`config.mk`:
```
export PLATFORM = sky130hd
export DESIGN_NAME = st4_mem
export DESIGN_NICKNAME = d
export VERILOG_FILES = /design/src/rtl/st4_pkg.sv /design/src/rtl/st4_dmem.sv /design/src/rtl/st4_mem.sv
export SDC_FILE = /design/constraint.sdc
export NUM_CORES = 2
export LEC_CHECK = 0
export ABC_AREA = 0
export CAP_MARGIN = 20
export CORE_ASPECT_RATIO = 1.1
export CORE_MARGIN = 2
export CORE_UTILIZATION = 40
export CTS_BUF_LIST = sky130_fd_sc_hd__clkbuf_8
export CTS_CLUSTER_SIZE = 10
export DETAILED_ROUTE_END_ITERATION = 7
export GPL_ROUTABILITY_DRIVEN = 0
export GPL_TIMING_DRIVEN = 0
export MAX_ROUTING_LAYER = met4
export PLACE_DENSITY_LB_ADDON = 0.25
export REMOVE_ABC_BUFFERS = 1
export SLEW_MARGIN = 25
export SYNTH_ARGS = -nofsm -noshare
export SYNTH_HDL_FRONTEND = slang
export SYNTH_SLANG_ARGS = --single-unit
export TNS_END_PERCENT = 5
```
`constraint.sdc`:
```
create_clock -name clk -period 3.57 [get_ports clk]
set_input_delay 0.714 -clock clk [delete_from_list [all_inputs] [get_ports clk]]
set_output_delay 0.714 -clock clk [all_outputs]
set_load 0.01 [all_outputs]
```
`src/rtl/st4_pkg.sv`:
```
// Shared types and constants for the stage-4 memory block.
// Latency: n/a (types, constants and a pure function only).
// Backpressure: n/a.
//
// Contents: word width, exception cause encodings, FSM state type, and
// the fault-priority helper used by st4_mem.
package st4_pkg;

  localparam int WORD_W = 16;

  typedef logic [WORD_W-1:0] word_t;

  typedef enum logic [1:0] {
    CAUSE_NONE  = 2'b00,
    CAUSE_OVF   = 2'b01,
    CAUSE_ALIGN = 2'b10,
    CAUSE_RANGE = 2'b11
  } cause_e;

  typedef enum logic {
    RUN  = 1'b0,
    HALT = 1'b1
  } state_e;

  // Overflow outranks address faults; misalignment outranks range.
  function automatic cause_e fault_cause(input logic ovf,
                                         input logic misalign,
                                         input logic range_err);
    if (ovf)            return CAUSE_OVF;
    else if (misalign)  return CAUSE_ALIGN;
    else if (range_err) return CAUSE_RANGE;
    else                return CAUSE_NONE;
  endfunction

endpackage

```
`src/rtl/st4_dmem.sv`:
```
// Single-port synchronous data RAM, one 16-bit word per entry.
// Latency: write lands at the enabled edge; read data is registered, valid after the edge.
// Backpressure: none; one access per cycle when en is high.
//
// Ports:
//   clk            rising-edge clock
//   en             access enable (read when we=0, write when we=1)
//   we             write enable
//   addr  [AW-1:0] word index
//   wdata [15:0]   write data
//   rdata [15:0]   registered read data; holds when not reading
// Contents are intentionally not reset.
module st4_dmem
  import st4_pkg::*;
#(
  parameter int unsigned DEPTH = 256
) (
  input  logic                     clk,
  input  logic                     en,
  input  logic                     we,
  input  logic [$clog2(DEPTH)-1:0] addr,
  input  word_t                    wdata,
  output word_t                    rdata
);

  word_t mem [DEPTH];

  always_ff @(posedge clk) begin
    if (en) begin
      if (we) begin
        mem[addr] <= wdata;
      end else begin
        rdata <= mem[addr];
      end
    end
  end

endmodule

```
`src/rtl/st4_mem.sv`:
```
// Pipeline stage 4: word load/store, precise exception capture, MEM/WB register.
// Latency: one cycle from EX/MEM inputs to MEM/WB outputs (load data included).
// Backpressure: none; one instruction per cycle, faults halt until excClear.
//
// Ports:
//   clk, rst                      clock, synchronous active-high reset
//   valid_in, pc_in               EX/MEM slot valid and its PC
//   memRead, memWrite             load / store (mutually exclusive)
//   regWrite, r15Write, wbReg_in  write-back controls and destination
//   aluOut1, aluOut2, storeData   ALU results (aluOut1 = byte address) and store value
//   ALU_exception                 overflow from stage 3
//   excClear                      leave HALT
//   wbValid, wbRegWrite, wbR15Write, wbReg, wbData, wbData2   MEM/WB bundle
//   excpt, excCause, epc          one-cycle exception pulse, cause, faulting PC
//   flush                         combinational squash of stages 1-3
// Build option: define ST4_MEM_ALIGN_CHECK_EN to enable misaligned and
// out-of-range address faults; otherwise the address LSB is ignored and
// upper address bits wrap modulo DEPTH.
module st4_mem
  import st4_pkg::*;
#(
  parameter int unsigned DEPTH = 256
) (
  input  logic        clk,
  input  logic        rst,
  input  logic        valid_in,
  input  logic [15:0] pc_in,
  input  logic        memRead,
  input  logic        memWrite,
  input  logic        regWrite,
  input  logic        r15Write,
  input  logic [3:0]  wbReg_in,
  input  logic [15:0] aluOut1,
  input  logic [15:0] aluOut2,
  input  logic [15:0] storeData,
  input  logic        ALU_exception,
  input  logic        excClear,
  output logic        wbValid,
  output logic        wbRegWrite,
  output logic        wbR15Write,
  output logic [3:0]  wbReg,
  output logic [15:0] wbData,
  output logic [15:0] wbData2,
  output logic        excpt,
  output logic [1:0]  excCause,
  output logic [15:0] epc,
  output logic        flush
);

  localparam int AW = $clog2(DEPTH);

  state_e        state;
  logic [AW-1:0] word_idx;
  logic          mem_op;
  logic          misalign;
  logic          out_of_range;
  cause_e        cur_cause;
  logic          fault;
  logic          accept;
  word_t         ram_rdata;
  word_t         alu_q;
  logic          ld_q;

  // Byte address to word index; without the address checks the LSB is
  // simply dropped and anything above the RAM wraps.
  assign word_idx = aluOut1[AW:1];
  assign mem_op   = memRead | memWrite;

`ifdef ST4_MEM_ALIGN_CHECK_EN
  assign misalign     = mem_op & aluOut1[0];
  assign out_of_range = mem_op & ((aluOut1 >> (AW + 1)) != '0);
`else
  assign misalign     = 1'b0;
  assign out_of_range = 1'b0;
`endif

  // Bubbles never fault, so the cause is masked by valid_in.
  assign cur_cause = valid_in ? fault_cause(ALU_exception, misalign, out_of_range)
                              : CAUSE_NONE;
  assign fault     = (state == RUN) && (cur_cause != CAUSE_NONE);
  assign accept    = (state == RUN) && valid_in && !fault;
  assign flush     = fault || (state == HALT);

  // RAM is only touched by accepted memory ops, so a suppressed store never
  // writes and the read register holds while nothing is loading.
  st4_dmem #(
    .DEPTH (DEPTH)
  ) u_dmem (
    .clk   (clk),
    .en    (accept & mem_op),
    .we    (memWrite),
    .addr  (word_idx),
    .wdata (storeData),
    .rdata (ram_rdata)
  );

  // The RAM read register already is the pipeline register for load data,
  // so the MEM/WB data field selects between it and the registered ALU result.
  assign wbData = ld_q ? ram_rdata : alu_q;

  always_ff @(posedge clk) begin
    if (rst) begin
      state      <= RUN;
      wbValid    <= 1'b0;
      wbRegWrite <= 1'b0;
      wbR15Write <= 1'b0;
      wbReg      <= '0;
      alu_q      <= '0;
      ld_q       <= 1'b0;
      wbData2    <= '0;
      excpt      <= 1'b0;
      excCause   <= CAUSE_NONE;
      epc        <= '0;
    end else begin
      // Pulses and write-back controls default low; data fields hold.
      excpt      <= 1'b0;
      wbValid    <= 1'b0;
      wbRegWrite <= 1'b0;
      wbR15Write <= 1'b0;
      case (state)
        RUN: begin
          if (fault) begin
            excpt    <= 1'b1;
            excCause <= cur_cause;
            epc      <= pc_in;
            state    <= HALT;
          end else if (accept) begin
            wbValid    <= 1'b1;
            wbRegWrite <= regWrite;
            wbR15Write <= r15Write;
            wbReg      <= wbReg_in;
            alu_q      <= aluOut1;
            ld_q       <= memRead;
            wbData2    <= aluOut2;
          end
        end
        HALT: begin
          // The instruction presented alongside excClear is dropped.
          if (excClear) begin
            state <= RUN;
          end
        end
        default: state <= RUN;
      endcase
    end
  end

endmodule

```
# After elaboration in Yosys (flattened, before gate mapping)
# Memory sizes are Yosys's and may differ from the RTL's. A register that Yosys moved wholly into a read port is not among the register bits.
# Index checks and enable logic that the tools add are counted.
# totals
ram_bits	4096
elab_cells	40
ff_bits	60
n_memories	1
in_bits	77
output_inout_bits	59
# mem_list
memory	words	word_bits	rd	rd_ports_with_merged_regs	write_ports	line_no	rtl
u_dmem.mem	256	16	1	1	1	st4_dmem.sv:26	word_t mem [DEPTH];
# classes
n_reduce_logical	12
mux	10
bitwise	6
# ops
op	n
16-bit 2-to-1 mux	1
1-bit 2-to-1 mux	7
1-bit inverter	4
2-bit AND reduction	2
4-bit OR reduction	1
1-bit logical AND	3
3-bit AND reduction	1
3-bit OR reduction	1
2-bit 2-to-1 mux	1
1-bit case mux with 2 select lines	1
2-bit nonzero test	1
2-bit OR reduction	1
1-bit AND	1
1-bit zero test	1
1-bit logical OR	1
1-bit OR	1

# Logic depth before layout (Yosys ltp)
# depth
depth_word	9
ltp_mapped	9
mapped_depth_nobuf	5

# Hierarchy
# Synthesis repeated with hierarchy kept, for this count alone.
# hier_totals
hier_cells	6975
hier_area_um2	158031.6
# by_module_without_submodules
module	area_per_inst_um2	cells_per_inst	seq_area_each_um2	instances
st4_dmem	155236.4	6705	123478.4	1
st4_mem	2795.2	270	1181.1	1

# Worst setup path before layout
# Ideal clock, no wire load.
# synth_timing
path_kind	input to register
start	in aluOut1[4]
end	mem u_dmem.mem[188][0] in the netlist's numbering, enable pin
path_stages	6
t_arrival_ns	2.900
setup_slack_ns	0.261
setup_time_ns	0.409
n_path_buf	3
required_time_ns	3.161
path_cell_list	and2_1 > clkbuf_1 > clkbuf_1 > clkbuf_1 > nand2_1 > nor3_1
# synth_rtl
element	line_no	rtl
start, declared	st4_mem.sv:33	input logic [15:0] aluOut1,
end, declared	st4_dmem.sv:26	
# No word-level cell before the write port.

==> run summary <==
Synth Area in XOR/XNOR: 0%
Sequential fraction of the synthesis area: 79.08%
HPWL after detailed placement: 243.4 mm
Clock root buffer: clkbuf_8
DR vias/cell: 5.750
Slew @ Worst Pin: 1.061 ns
Pin count of the biggest net entering global routing: 113
Failing checks: setup timing
Drt pass-1 iters: 7
Area leader, netlist: edfxtp_1
Sink Count: 4171
I/O pins: 136
DIE AREA: 399100 µm²
Clk slew on worst S/H paths: 0.07 ns
CTS Buffer Depth: 4
Most frequent cell after synthesis: edfxtp_1
Final setup violating endpoints: 3
RR Startpoint: state
Power Total: 95.27 mW
Dpl ws: -2.970 ns
Vias in the first global route: 78400
Total CTS buffers: 639
Avg WL per Cell: 31.28 µm
Hold crit path type: input pin to register
Max cap viols: 0
Most Crowded Layer GR: met2
Synth top area cells: edfxtp_1 78%, mux4_2 15%, a22oi_1 2.4%, a21oi_1 0.98%, dfxtp_1 0.75%
Setup TNS: -0.08946 ns
Crit-path slowest cell: o41ai_4
Pwr dens: 518.2 nW/µm²
Initial Utilization: 40.21%
Layout net count: 7723
Met1 usage: 28.15%
Std cell rows: 241
Register bit total from synthesis: 4171
Post-synth top cells: 4112 x edfxtp_1, 1024 x mux4_2, 512 x a22oi_1, 310 x a21oi_1
WL final: 417.8 mm
Layout cell share with drive strength beyond 1: 30.96%
First-pass GRT wire length: 584.5 mm
TritonCTS clock tree: yes
Adder-Cell Fraction of Synth Area: 0%
Post-synthesis simple-gate area fraction: 1.133%
CP endpoint kind: register
Fill cell count: 32000
Rel. slew slack: 29.09%
Worst setup path startpoint: aluOut1[2]
Outcome: complete, but fails checks
Mean Syn Cell Area: 22.58 µm²
Buf/Inv on CP: 3
Initial antenna violation count: 11
Layout area overhead: 16.63%
Total track usage: 21.06%
Static Leakage: 56.67 nW
Antenna-violating nets left: 0
Primary FF master, synth: edfxtp_1
Async set or reset register ratio after synthesis: 0%
Largest family of logic cells by synthesized area: multiplexers
Synthesized instance count: 6982
IO buf count: 134
Final Cycle Share: 101.5%
GR Util met2: 33.47%
Multi-input logic area: 33580 µm²
Yosys top cell area share: 78.33%
Core footprint: 392000 µm²
Fmax: 276.1 MHz
Total gr overflow: 0
DRC: 0
GR Util met3: 3.375%
Worst Setup Start Kind: input pin
Max Fanout on Critical Path: 106
Slew Limit Fails: 0
Post-synthesis compound-gate area fraction: 3.783%
Most used cell, CP: buf_16
Tmin final: 3.622 ns
DRC violation total after the first TritonRoute iteration: 9011
YS warnings: 0
Post-synth EDFFs: 4112
CP Class: input pin to register
Worst Path Arrival: 4.32 ns
Core occupancy in the finished layout: 46.90%
Multiplexer share of the synthesized area: 14.74%
CP top delay family: buffers and inverters
Clk Latency, worst-skew pair: 1.08 ns
Vias: 76810
Worst setup margin: -0.05243 ns
Hold path startpoint: storeData[8]
CP cell instances: buf_16 > buf_16 > buf_16 > mux4_2 > a22oi_2 > a21oi_2 > o41ai_4 > nand4_1
Register area: 124700 µm²
RSZ-0062 raised after global routing: true
Worst vdd ir: 0.2914 mV
Max incr delay on CP: 0.61 ns
Worst EP required: 4.27 ns
Die W: 602.6 µm
Mapped Area: 157600 µm²
Synth cell types: 26
H-tree level count: 6
Die Y: 662.4 µm
Final hold viol count: 0
Final Skew: 0.06203 ns
==> layout by cell type (no fill, tap or decap), types with 90 or more instances in the layout <==
master              n
a22oi_1           508
nor2_2             90
clkbuf_8          662
edfxtp_1         4112
a21oi_1           300
clkdlybuf4s50_1   112
clkinv_1          155
nand2_1           114
nor2_4            170
mux4_2           1024
inv_1             208
buf_16            114
==> worst paths after layout <==
kind	slack, ns	cells past startpoint	end
hold / removal	0.07	1	u_dmem.mem[152][8]
hold reg to reg	0.45	2	epc[2]
setup reg to reg	0.10	7	u_dmem.mem[216][13]
setup / recovery	-0.05	8	u_dmem.rdata[2]
==> report_power, final <==
group          switching, mW  leakage (nW)  internal [mW]
sequential            0.0286          37.4           53.8
clock                   18.2          6.55           18.0
combinational           3.23          12.7           1.96
==> metal layers <==
layer  share of wire, %  up-vias  wire length, µm
li1                   -    31330                -
met2                 49     3485           206000
met5                  0        -                0
met4                3.0        0            12360
met1                 40    41370           166700
met3                7.9      628            32810
==> registers in the layout, indices dropped and copies added (netlist names) <==
name / cells
u_dmem.mem: 4096
alu_q: 16
epc: 16
u_dmem.rdata: 16
wbData2: 16
wbReg: 4
excCause: 1
excpt: 1
ld_q: 1
state: 1
wbR15Write: 1
wbRegWrite: 1
wbValid: 1
==> layout make-up <==
type                    instances  area share, %
repair buffers                455          4.170
inverters                       1       0.002042
flip-flops and latches       4171          67.81
well taps                    5224          3.555
clock buffers                 662          4.956
diodes                         10        0.01361
clock inverters               457          1.230
multi-input cells            2378          18.27
==> stage by stage <==
step                std cells  cell area, µm²  hold slack (ns)
global placement        11910          163500           0.4468
floorplan                6549          155700           0.4278
finish                  13360          183900          0.07196
detailed placement      12190          170800           0.4463
global route            13360          183800          0.03077
CTS                     13340          183400         0.005502
==> worst reg2reg max path, cell delays in order (launching register included) <==
cell and delay [ns]:
dfxtp_1 0.32, nor2b_1 0.18, nand3b_1 0.55, nor3_4 0.63, nand2_4 0.40, buf_12 0.34
nor2_2 0.45, buf_6 0.24
==> logic make-up (layout without fill, tap and decap cells) <==
group           count (synthesis)  count (layout)
mux                          1040            1040
flops                        4171            4171
other cells                     1              11
buf+inv                       434            1575
simple gates                  449             450
compound gates                887             887
==> repair_timing <==
item,in CTS,in global routing
hold buffers,6,0
resized for setup,68,21
setup endpoints to repair,4049,618
endpoints found under the hold margin,64,0
pin swaps,24,12
buffers inserted,4,2
gates cloned,20,10
(Power assumes the default switching activity.)
